==> src/rtl/calc_port_arbiter_if.sv <==
// Bundle of the four request/response ports plus the shared ALU issue/return
// path. The arbiter attaches through the slave modport; whatever drives the
// requests and models the ALU uses the master modport.
interface calc_port_arbiter_if #(
    parameter int DATA_W = 32,
    parameter int CMD_W  = 4
);
    logic [CMD_W-1:0]  req1_cmd_in, req2_cmd_in, req3_cmd_in, req4_cmd_in;
    logic [DATA_W-1:0] req1_data_in, req2_data_in, req3_data_in, req4_data_in;
    logic [1:0]        out_resp1, out_resp2, out_resp3, out_resp4;
    logic [DATA_W-1:0] out_data1, out_data2, out_data3, out_data4;
    logic              alu_valid;
    logic [CMD_W-1:0]  alu_cmd;
    logic [DATA_W-1:0] alu_op1, alu_op2;
    logic              alu_done;
    logic [1:0]        alu_resp;
    logic [DATA_W-1:0] alu_data;

    modport slave (
        input  req1_cmd_in, req2_cmd_in, req3_cmd_in, req4_cmd_in,
        input  req1_data_in, req2_data_in, req3_data_in, req4_data_in,
        input  alu_done, alu_resp, alu_data,
        output out_resp1, out_resp2, out_resp3, out_resp4,
        output out_data1, out_data2, out_data3, out_data4,
        output alu_valid, alu_cmd, alu_op1, alu_op2
    );

    modport master (
        output req1_cmd_in, req2_cmd_in, req3_cmd_in, req4_cmd_in,
        output req1_data_in, req2_data_in, req3_data_in, req4_data_in,
        output alu_done, alu_resp, alu_data,
        input  out_resp1, out_resp2, out_resp3, out_resp4,
        input  out_data1, out_data2, out_data3, out_data4,
        input  alu_valid, alu_cmd, alu_op1, alu_op2
    );
endinterface

==> src/rtl/calc_port_arbiter.sv <==
// Four-port request sequencer in front of one shared ALU. Each port captures a
// two-cycle cmd/op1,op2 transfer, a round-robin arbiter picks one complete
// request at a time, issues it (or rejects an illegal command locally) and
// returns the result as a single-cycle pulse on the originating port.
module calc_port_arbiter #(
    parameter int DATA_W  = 32,
    parameter int CMD_W   = 4,
    parameter int TIMEOUT = 16
) (
    input logic                c_clk,
    input logic                reset,
    calc_port_arbiter_if.slave bus
);
    localparam int CNT_W = $clog2(TIMEOUT + 1);

    typedef enum logic [1:0] {P_IDLE, P_OP2, P_PEND} port_st_t;
    typedef enum logic [1:0] {A_ARB, A_ISSUE, A_WAIT, A_RESP} arb_st_t;

    logic [3:0][CMD_W-1:0]  w_cmd_in;
    logic [3:0][DATA_W-1:0] w_data_in;
    logic [3:0]             w_pend;
    logic [3:0][CMD_W-1:0]  w_pcmd;
    logic [3:0][DATA_W-1:0] w_pop1;
    logic [3:0][DATA_W-1:0] w_pop2;

    arb_st_t                r_ast;
    logic [1:0]             r_last;
    logic [1:0]             r_gnt;
    logic [CNT_W-1:0]       r_cnt;
    logic                   r_alu_valid;
    logic [CMD_W-1:0]       r_alu_cmd;
    logic [DATA_W-1:0]      r_alu_op1;
    logic [DATA_W-1:0]      r_alu_op2;
    logic [3:0][1:0]        r_out_resp;
    logic [3:0][DATA_W-1:0] r_out_data;

    logic                   w_any;
    logic [1:0]             w_sel;
    logic                   w_legal;

    assign w_cmd_in  = {bus.req4_cmd_in, bus.req3_cmd_in, bus.req2_cmd_in, bus.req1_cmd_in};
    assign w_data_in = {bus.req4_data_in, bus.req3_data_in, bus.req2_data_in, bus.req1_data_in};

    // Per-port capture: cmd+op1, then op2, then hold until our response cycle.
    for (genvar i = 0; i < 4; i++) begin : g_port
        port_st_t          r_st;
        logic [CMD_W-1:0]  r_cmd;
        logic [DATA_W-1:0] r_op1;
        logic [DATA_W-1:0] r_op2;

        // Capture FSM; commands arriving outside IDLE are dropped silently.
        always_ff @(posedge c_clk or posedge reset) begin
            if (reset) begin
                r_st  <= P_IDLE;
                r_cmd <= '0;
                r_op1 <= '0;
                r_op2 <= '0;
            end else begin
                case (r_st)
                    P_IDLE: if (w_cmd_in[i] != '0) begin
                        r_cmd <= w_cmd_in[i];
                        r_op1 <= w_data_in[i];
                        r_st  <= P_OP2;
                    end
                    P_OP2: begin
                        r_op2 <= w_data_in[i];
                        r_st  <= P_PEND;
                    end
                    P_PEND: if (r_ast == A_RESP && r_gnt == 2'(i)) r_st <= P_IDLE;
                    default: r_st <= P_IDLE;
                endcase
            end
        end

        assign w_pend[i] = (r_st == P_PEND);
        assign w_pcmd[i] = r_cmd;
        assign w_pop1[i] = r_op1;
        assign w_pop2[i] = r_op2;
    end

    // Round-robin pick: first pending port after the last grant (wraps to last).
    always_comb begin
        w_any = 1'b0;
        w_sel = r_last;
        for (int k = 1; k <= 4; k++) begin
            if (!w_any && w_pend[r_last + 2'(k)]) begin
                w_any = 1'b1;
                w_sel = r_last + 2'(k);
            end
        end
    end

    assign w_legal = w_pcmd[w_sel] inside {CMD_W'(1), CMD_W'(2), CMD_W'(5), CMD_W'(6)};

    // Arbiter FSM; all outputs are registered single-cycle pulses.
    always_ff @(posedge c_clk or posedge reset) begin
        if (reset) begin
            r_ast       <= A_ARB;
            r_last      <= 2'd3;
            r_gnt       <= 2'd0;
            r_cnt       <= '0;
            r_alu_valid <= 1'b0;
            r_alu_cmd   <= '0;
            r_alu_op1   <= '0;
            r_alu_op2   <= '0;
            r_out_resp  <= '0;
            r_out_data  <= '0;
        end else begin
            r_alu_valid <= 1'b0;
            r_alu_cmd   <= '0;
            r_alu_op1   <= '0;
            r_alu_op2   <= '0;
            r_out_resp  <= '0;
            r_out_data  <= '0;
            case (r_ast)
                A_ARB: if (w_any) begin
                    r_last <= w_sel;
                    r_gnt  <= w_sel;
                    if (w_legal) begin
                        r_alu_valid <= 1'b1;
                        r_alu_cmd   <= w_pcmd[w_sel];
                        r_alu_op1   <= w_pop1[w_sel];
                        r_alu_op2   <= w_pop2[w_sel];
                        r_ast       <= A_ISSUE;
                    end else begin
                        r_out_resp[w_sel] <= 2'd2;
                        r_ast             <= A_RESP;
                    end
                end
                A_ISSUE: begin
                    r_cnt <= '0;
                    r_ast <= A_WAIT;
                end
                A_WAIT: begin
                    // A done arriving on the last allowed cycle still wins.
                    if (bus.alu_done) begin
                        r_out_resp[r_gnt] <= bus.alu_resp;
                        r_out_data[r_gnt] <= bus.alu_data;
                        r_ast             <= A_RESP;
                    end else if (r_cnt == CNT_W'(TIMEOUT)) begin
                        r_out_resp[r_gnt] <= 2'd3;
                        r_ast             <= A_RESP;
                    end else begin
                        r_cnt <= r_cnt + 1'b1;
                    end
                end
                default: r_ast <= A_ARB;
            endcase
        end
    end

    assign bus.alu_valid = r_alu_valid;
    assign bus.alu_cmd   = r_alu_cmd;
    assign bus.alu_op1   = r_alu_op1;
    assign bus.alu_op2   = r_alu_op2;
    assign bus.out_resp1 = r_out_resp[0];
    assign bus.out_resp2 = r_out_resp[1];
    assign bus.out_resp3 = r_out_resp[2];
    assign bus.out_resp4 = r_out_resp[3];
    assign bus.out_data1 = r_out_data[0];
    assign bus.out_data2 = r_out_data[1];
    assign bus.out_data3 = r_out_data[2];
    assign bus.out_data4 = r_out_data[3];
endmodule

==> src/flat_wrapper.sv <==
// flat-port wrapper written by rule: the top's interface ports become plain ports
module calc_port_arbiter_flat 
#(
    parameter int DATA_W  = 32,
    parameter int CMD_W   = 4,
    parameter int TIMEOUT = 16
)
  (c_clk, reset, bus_req1_cmd_in, bus_req2_cmd_in, bus_req3_cmd_in, bus_req4_cmd_in, bus_req1_data_in, bus_req2_data_in, bus_req3_data_in, bus_req4_data_in, bus_alu_done, bus_alu_resp, bus_alu_data, bus_out_resp1, bus_out_resp2, bus_out_resp3, bus_out_resp4, bus_out_data1, bus_out_data2, bus_out_data3, bus_out_data4, bus_alu_valid, bus_alu_cmd, bus_alu_op1, bus_alu_op2);
  calc_port_arbiter_if #(.DATA_W(DATA_W), .CMD_W(CMD_W)) bus_i ();
  input logic c_clk;
  input logic reset;
  input wire logic [$bits(bus_i.req1_cmd_in)-1:0] bus_req1_cmd_in;
  input wire logic [$bits(bus_i.req2_cmd_in)-1:0] bus_req2_cmd_in;
  input wire logic [$bits(bus_i.req3_cmd_in)-1:0] bus_req3_cmd_in;
  input wire logic [$bits(bus_i.req4_cmd_in)-1:0] bus_req4_cmd_in;
  input wire logic [$bits(bus_i.req1_data_in)-1:0] bus_req1_data_in;
  input wire logic [$bits(bus_i.req2_data_in)-1:0] bus_req2_data_in;
  input wire logic [$bits(bus_i.req3_data_in)-1:0] bus_req3_data_in;
  input wire logic [$bits(bus_i.req4_data_in)-1:0] bus_req4_data_in;
  input wire logic [$bits(bus_i.alu_done)-1:0] bus_alu_done;
  input wire logic [$bits(bus_i.alu_resp)-1:0] bus_alu_resp;
  input wire logic [$bits(bus_i.alu_data)-1:0] bus_alu_data;
  output wire logic [$bits(bus_i.out_resp1)-1:0] bus_out_resp1;
  output wire logic [$bits(bus_i.out_resp2)-1:0] bus_out_resp2;
  output wire logic [$bits(bus_i.out_resp3)-1:0] bus_out_resp3;
  output wire logic [$bits(bus_i.out_resp4)-1:0] bus_out_resp4;
  output wire logic [$bits(bus_i.out_data1)-1:0] bus_out_data1;
  output wire logic [$bits(bus_i.out_data2)-1:0] bus_out_data2;
  output wire logic [$bits(bus_i.out_data3)-1:0] bus_out_data3;
  output wire logic [$bits(bus_i.out_data4)-1:0] bus_out_data4;
  output wire logic [$bits(bus_i.alu_valid)-1:0] bus_alu_valid;
  output wire logic [$bits(bus_i.alu_cmd)-1:0] bus_alu_cmd;
  output wire logic [$bits(bus_i.alu_op1)-1:0] bus_alu_op1;
  output wire logic [$bits(bus_i.alu_op2)-1:0] bus_alu_op2;
  assign bus_i.req1_cmd_in = bus_req1_cmd_in;
  assign bus_i.req2_cmd_in = bus_req2_cmd_in;
  assign bus_i.req3_cmd_in = bus_req3_cmd_in;
  assign bus_i.req4_cmd_in = bus_req4_cmd_in;
  assign bus_i.req1_data_in = bus_req1_data_in;
  assign bus_i.req2_data_in = bus_req2_data_in;
  assign bus_i.req3_data_in = bus_req3_data_in;
  assign bus_i.req4_data_in = bus_req4_data_in;
  assign bus_i.alu_done = bus_alu_done;
  assign bus_i.alu_resp = bus_alu_resp;
  assign bus_i.alu_data = bus_alu_data;
  assign bus_out_resp1 = bus_i.out_resp1;
  assign bus_out_resp2 = bus_i.out_resp2;
  assign bus_out_resp3 = bus_i.out_resp3;
  assign bus_out_resp4 = bus_i.out_resp4;
  assign bus_out_data1 = bus_i.out_data1;
  assign bus_out_data2 = bus_i.out_data2;
  assign bus_out_data3 = bus_i.out_data3;
  assign bus_out_data4 = bus_i.out_data4;
  assign bus_alu_valid = bus_i.alu_valid;
  assign bus_alu_cmd = bus_i.alu_cmd;
  assign bus_alu_op1 = bus_i.alu_op1;
  assign bus_alu_op2 = bus_i.alu_op2;
  calc_port_arbiter #(.DATA_W(DATA_W), .CMD_W(CMD_W), .TIMEOUT(TIMEOUT)) u_core (.c_clk(c_clk), .reset(reset), .bus(bus_i));
endmodule
==> config.mk <==
export PLATFORM = sky130hd
export DESIGN_NAME = calc_port_arbiter_flat
export DESIGN_NICKNAME = d
export VERILOG_FILES = /design/src/rtl/calc_port_arbiter_if.sv /design/src/rtl/calc_port_arbiter.sv /design/src/flat_wrapper.sv
export SDC_FILE = /design/constraint.sdc
export NUM_CORES = 1
export LEC_CHECK = 0
export ABC_CLOCK_PERIOD_IN_PS = 47000
export CORE_UTILIZATION = 56
export CTS_CLUSTER_DIAMETER = 100
export DETAILED_ROUTE_END_ITERATION = 12
export PLACE_DENSITY = 0.86
export SLEW_MARGIN = 20
export SYNTH_ARGS = -nofsm -noshare
export SYNTH_HDL_FRONTEND = slang
export SYNTH_SLANG_ARGS = --single-unit
==> constraint.sdc <==
create_clock -name c_clk -period 47 [get_ports c_clk]
set_input_delay 7.05 -clock c_clk [delete_from_list [all_inputs] [get_ports c_clk]]
set_output_delay 7.05 -clock c_clk [all_outputs]
set_load 0.03 [all_outputs]
==> impl_metrics.json, run 1 <==
{
  "wl_mm": 53.97,
  "start_util": 0.5699,
  "peakVddDrop_mv": 0.08186,
  "drc": 0,
  "gp_congestion": 0.8809,
  "nNetsFinal": 2262,
  "chipHeight_microns": 189.5,
  "relSlewSlack": 0.2129,
  "synth_edf_count": 0,
  "yosysWarnings": 0,
  "power_frac_comb": 0.442,
  "clockRootBuffer": "clkbuf_16",
  "finalSetupViolations": 0,
  "final.min_clock_period_ns": 9.262,
  "outcome": "finished, final reports clean",
  "yosysUniqueCellTypes": 45,
  "dp_hpwl_mm": 35.05,
  "wire_per_inst_microns": 20.93,
  "grtUsageTotal": 0.3060,
  "drtIter0Drc": 1066,
  "postCtsSetupRepairBufs": 0,
  "criticalPathCategory": "in2async",
  "pin_count": 386,
  "multi_input_area_sq_um": 6879,
  "clkSinkCount": 496,
  "fmax_mhz": 108.0,
  "cts_resized": 0,
  "first_global_vias": 15000,
  "rows": 68,
  "cap_violations": 0,
  "synth_top_area_cell": "dfrtp_1",
  "htreeDepth": 2,
  "cp.required_ns": 47.61,
  "ys_top_cells_by_area": "dfrtp_1 63%, nand2_1 9.1%, mux2_2 7.5%",
  "area.growth.synth_to_final_pct": 30.41,
  "tightest_slew_ns": 1.181,
  "synth_top_cell_area_share": 0.6279,
  "crit_fanout": 148,
  "grt_max_degree": 149,
  "worstSetupEndpointType": "asynchronous set/reset pin",
  "fp.dieW_microns": 189.5,
  "drt_pass1_iterations": 5,
  "insertion_delay_ns": 0.56,
  "hold_ws_ns": 0.4690,
  "yosysMostFrequentCell": "dfrtp_1",
  "clk_pin_slew_ns": 0.06,
  "power_frac_clock": 0.207,
  "synth_area_per_cell_sq_um": 11.46,
  "fillers": 2215,
  "clockBufferDepth": 3,
  "port_buffers": 385,
  "p_leak_nw": 11.86,
  "tns_ns": 0,
  "grt_pass1_wl_mm": 83.77,
  "clock_skew_ns": 0.02287,
  "seq_area_frac_synth": 0.6306,
  "pwr-share-seq": 0.351,
  "rsz0062_at_grt": "no",
  "layout-drive-gt1-share": 0.1335,
  "grt_overflow_total": 0,
  "syn_area_sq_um": 19690,
  "hold_class": "reg2reg",
  "numCtsBuffers": 49,
  "core_area_sq_um": 34540,
  "synth_fp_nets": 1906,
  "ant_nets": 0,
  "ys.flop_type": "dfrtp_1",
  "vias": 14650,
  "antenna_found_initial": 13,
  "cp.arrival_ns": 9.87,
  "cts_tree": "yes",
  "ctsHoldBuffers": 0,
  "power.density_nw_per_um2": 75.88,
  "start_kind": "primary input",
  "intPower_mw": 1.160,
  "netlist_instances": 1718,
  "p_switching_uw": 788.1,
  "viasPerCell": 5.680,
  "seq_area_sq_um": 12410,
  "finalHoldViolCount": 0,
  "synth_common_cells": "494 x dfrtp_1, 477 x nand2_1, 131 x mux2_2",
  "period_share": 0.1971,
  "async_reset_ff_frac": 1.000,
  "switching_share": 0.4046,
  "slew_viol_final": 0,
  "die_area_sq_um": 35910,
  "ys_ff_latch": 496
}
## layout by cell type, fill, tap and decap left out, types with 3 or more instances in the layout
| cell | netlist | layout |
|---|---|---|
| dfrtp_1 | 494 | 494 |
| nand2_1 | 477 | 477 |
| clkdlybuf4s50_1 | 0 | 385 |
| mux2_2 | 131 | 131 |
| nor2_1 | 118 | 118 |
| a211oi_1 | 102 | 102 |
| mux2i_1 | 75 | 75 |
| nor2b_1 | 73 | 71 |
| clkbuf_16 | 0 | 49 |
| and2_1 | 35 | 35 |
| a211oi_2 | 28 | 28 |
| buf_4 | 3 | 22 |
| inv_1 | 15 | 14 |
| clkbuf_8 | 0 | 12 |
| diode_2 | 0 | 11 |
| o21ai_0 | 9 | 9 |
| ha_1 | 7 | 7 |
| clkbuf_1 | 80 | 7 |
| clkinv_2 | 0 | 6 |
| nand2b_1 | 8 | 5 |
| bufinv_16 | 0 | 5 |
| clkinvlp_4 | 0 | 5 |
| o41ai_4 | 0 | 4 |
| a21oi_1 | 4 | 4 |
| xnor2_1 | 4 | 4 |
| clkinv_4 | 0 | 4 |
| xor2_1 | 3 | 3 |
## per-stage QoR
stage            util  total power, mW  cell area, sq um  cells  setup slack (ns)
2_1_floorplan       -            1.263             19690   1718             26.11
3_3_place_gp   0.6930            1.503             23940   2478             36.72
3_5_place_dp   0.6931            1.537             23940   2478             36.60
4_1_cts        0.7420            1.952             25630   2568             37.21
5_1_grt        0.7431            2.049             25670   2578             37.22
6_report       0.7432            1.948             25670   2579             37.74
## cell families after synthesis
| logic type | Yosys count | synth area share |
|---|---|---|
| flip-flops | 496 | 0.6306 |
| multiplexers | 206 | 0.1131 |
| AO/OA/AOI/OAI | 159 | 0.06858 |
| adder cells (fa/ha/maj) | 7 | 0.004449 |
| AND/OR/NAND/NOR | 724 | 0.1551 |
| XOR/XNOR | 7 | 0.003114 |
| buffers and inverters | 118 | 0.02491 |
| other | 1 | 0.0001905 |
## path summary, 6_finish.rpt
check                                          start                          to  slack [ns]  depth (start not counted)
max                                            reset      u_core.bus.alu_op1[11]       37.74                          4
max reg2reg                 u_core.g_port[2].r_st[1]      u_core.bus.alu_op1[31]       43.16                          8
min in group asynchronous                      reset     u_core.bus.out_resp2[0]        7.11                          2
min                        u_core.g_port[0].r_op1[7]   u_core.g_port[0].r_op1[7]        0.47                          2
max in group c_clk                bus_req2_cmd_in[1]  u_core.g_port[1].r_op1[30]       38.10                          7
min reg2reg                u_core.g_port[0].r_op1[7]   u_core.g_port[0].r_op1[7]        0.47                          2
## power groups by stage
stage	Combinational (mW)	Clock, mW	Sequential [mW]
3_3_place_gp	0.827	0	0.675
6_report	0.860	0.403	0.685
4_1_cts	0.862	0.409	0.681
3_5_place_dp	0.852	0	0.685
5_1_grt	0.923	0.427	0.699
2_1_floorplan	0.529	0	0.735
## final cells by class
type	instances	share of cell area
timing repair buffer	408	0.1570
inverter	15	0.002486
sequential	496	0.4836
clock buffer	68	0.05522
tap	455	0.02218
antenna	11	0.001072
clock inverter	22	0.01053
multi-input combinational	1104	0.2680
## flip-flops by register name, summed over array words and instances, names as in the netlist, 2 cells and up
| signal | cells |
|---|---|
| u_core.bus.alu_op2 | 32 |
| u_core.g_port.r_op1 | 128 |
| u_core.bus.out_resp3 | 2 |
| u_core.bus.out_data4 | 32 |
| u_core.bus.out_data3 | 32 |
| u_core.bus.out_data2 | 32 |
| u_core.r_gnt | 2 |
| u_core.bus.alu_cmd | 4 |
| u_core.bus.alu_op1 | 32 |
| u_core.bus.out_resp2 | 2 |
| u_core.bus.out_resp1 | 2 |
| u_core.r_ast | 2 |
| u_core.g_port.r_st | 8 |
| u_core.bus.out_resp4 | 2 |
| u_core.g_port.r_op2 | 128 |
| u_core.r_cnt | 5 |
| u_core.r_last | 2 |
| u_core.bus.out_data1 | 32 |
| u_core.g_port.r_cmd | 16 |
## routing by layer
layer,routed length [microns],track usage,vias up
li1,-,-,6403
met1,20190,0.3741,7302
met2,27080,0.5182,768
met3,4019,0.05487,172
met4,2651,0.1632,4
met5,31,0,-
## critical path, cell delays in order
cell and delay (ns):
clkdlybuf4s50_1 0.50, inv_8 0.66, buf_4 0.90, buf_6 0.66
(Power assumes the default switching activity.)
==> inputs of run 2 (changes only) <==
--- a/config.mk
+++ b/config.mk
@@ -5,11 +5,11 @@
 export SDC_FILE = /design/constraint.sdc
 export NUM_CORES = 1
 export LEC_CHECK = 0
-export ABC_CLOCK_PERIOD_IN_PS = 47000
-export CORE_UTILIZATION = 56
+export ABC_CLOCK_PERIOD_IN_PS = 8900
+export CORE_UTILIZATION = 52
 export CTS_CLUSTER_DIAMETER = 100
 export DETAILED_ROUTE_END_ITERATION = 12
-export PLACE_DENSITY = 0.86
+export PLACE_DENSITY = 0.8
 export SLEW_MARGIN = 20
 export SYNTH_ARGS = -nofsm -noshare
 export SYNTH_HDL_FRONTEND = slang
==> constraint.sdc (replaced) <==
create_clock -name c_clk -period 8.9 [get_ports c_clk]
set_input_delay 1.335 -clock c_clk [delete_from_list [all_inputs] [get_ports c_clk]]
set_output_delay 1.335 -clock c_clk [all_outputs]
set_load 0.03 [all_outputs]
==> run 2 against run 1 <==
- cell area rose by 0.29%
- via count fell by 2.5%
- clock skew fell by 0.0070 ns
- critical path type is now reg2reg
==> impl_metrics.json, run 2 (synthesized netlist as in run 1, its figures left out) <==
{
  "placed_area_sq_um": 24020,
  "power_mw": 10.34,
  "crit_fanout": 83,
  "crit_slowest_cell": "buf_4",
  "wire_per_inst_microns": 20.52,
  "power.density_nw_per_um2": 401.6,
  "grt_pass1_wl_mm": 83.65,
  "relSlewSlack": 0.1627,
  "ant_nets": 0,
  "layout-drive-gt1-share": 0.1305,
  "drtIter0Drc": 870,
  "tightest_slew_ns": 1.256,
  "grtUsageTotal": 0.2840,
  "pre_cts_slack_ns": 5.024,
  "clkSinkCount": 496,
  "hold_class": "reg2reg",
  "antenna_found_initial": 10,
  "slowest_delay_ns": 0.83,
  "criticalPathCategory": "reg2reg",
  "drt_pass1_iterations": 5,
  "pin_count": 386,
  "dp_hpwl_mm": 34.43,
  "final.min_clock_period_ns": 3.745,
  "intPower_mw": 6.199,
  "drc": 0,
  "core_area_sq_um": 36960,
  "clk_pin_slew_ns": 0.06,
  "cts_resized": 0,
  "final_cell_mix": "494 x dfrtp_1, 477 x nand2_1, 385 x clkdlybuf4s50_1",
  "hold_ws_ns": 0.4688,
  "rsz0062_at_grt": "no",
  "numCtsBuffers": 50,
  "fmax_mhz": 267.0,
  "outcome": "finished, final reports clean",
  "peakVddDrop_mv": 0.4936,
  "min_path_cells": 2,
  "rows": 70,
  "final_cells": 2617,
  "grt_overflow_total": 0,
  "cap_violations": 0,
  "finalSetupViolations": 0,
  "postCtsSetupRepairBufs": 0,
  "dp_cells": 2526,
  "nNetsFinal": 2262,
  "cts_tree": "yes",
  "clock_skew_ns": 0.01583,
  "fp.dieW_microns": 196.6,
  "gp_congestion": 0.8551,
  "grt_max_degree": 206,
  "pwr-share-seq": 0.348,
  "insertion_delay_ns": 0.58,
  "start_util": 0.5326,
  "power_frac_comb": 0.441,
  "wl_mm": 53.70,
  "reg2regPathDepth": 7,
  "vias": 14280,
  "stdcell_area_sq_um": 25750,
  "clockRootBuffer": "clkbuf_16",
  "p_switching_mw": 4.140,
  "chipHeight_microns": 196.6,
  "first_global_vias": 14860,
  "fillers": 2625,
  "fin_util": 0.6966,
  "viasPerCell": 5.457,
  "period_share": 0.4208,
  "cp.arrival_ns": 4.19,
  "slew_viol_final": 0,
  "clockBufferDepth": 3,
  "power_frac_clock": 0.211,
  "port_buffers": 385,
  "p_leak_nw": 11.88,
  "worstSetupEndpointType": "flop",
  "switching_share": 0.4004,
  "die_area_sq_um": 38640,
  "finalWorstSetupSlack_ns": 5.155,
  "final_common_cell": "dfrtp_1",
  "cp.required_ns": 9.34,
  "ctsHoldBuffers": 0,
  "area.growth.synth_to_final_pct": 30.78,
  "reg_top3": "u_core.g_port.r_op1 x128, u_core.g_port.r_op2 x128",
  "start_kind": "flop",
  "tns_ns": 0,
  "htreeDepth": 2,
  "worstPathCellList": "or4b_1, o31a_1, o211ai_4, buf_4, a21oi_1, a221o_4, a211oi_1",
  "finalHoldViolCount": 0
}
[run 2: power by group through the flow]
stage          clock network (mW)  registers, mW  logic (mW)
2_1_floorplan                   0           3.88        2.79
3_3_place_gp                    0           3.58        4.41
3_5_place_dp                    0           3.61        4.52
4_1_cts                      2.22           3.59        4.56
5_1_grt                      2.31           3.69        4.89
6_report                     2.18           3.60        4.56
[run 2: cell type report]
| cell class | instances | area, sq um | share of cell area |
|---|---|---|---|
| Sequential cell | 496 | 12410 | 0.4822 |
| Multi-Input combinational cell | 1104 | 6884 | 0.2674 |
| Timing Repair Buffer | 407 | 4044 | 0.1571 |
| Clock buffer | 65 | 1379 | 0.05355 |
| Tap cell | 504 | 630.6 | 0.02449 |
| Clock inverter | 21 | 321.6 | 0.01249 |
| Inverter | 15 | 60.06 | 0.002333 |
| Antenna cell | 5 | 12.51 | 0.0004860 |
[run 2: final timing paths]
check	slack [ns]	startpoint	end
hold reg to reg	0.47	u_core.g_port[0].r_op1[22]	u_core.g_port[0].r_op1[22]
min in group asynchronous	1.28	reset	u_core.bus.alu_valid
hold / removal	0.47	u_core.g_port[0].r_op1[22]	u_core.g_port[0].r_op1[22]
setup / recovery	5.16	u_core.g_port[1].r_st[0]	u_core.bus.alu_op2[31]
max in group asynchronous	5.69	reset	u_core.bus.out_data4[24]
setup reg to reg	5.16	u_core.g_port[1].r_st[0]	u_core.bus.alu_op2[31]
[run 2: worst max-delay path: cells and delay by family, from the launching register on]
kind	cells	cell delay, ns
AO/OA/AOI/OAI	5	1.66
buffers and inverters	1	0.83
flip-flops	1	0.44
AND/OR/NAND/NOR	1	0.53
[run 2: routing by layer]
metal  wire, microns  vias to the layer above  track usage
met5              35                        -            0
met4            1825                        6       0.1243
met3            3996                      109      0.06075
met2           26880                      591       0.4795
met1           20960                     7174       0.3539
li1                -                     6401            -
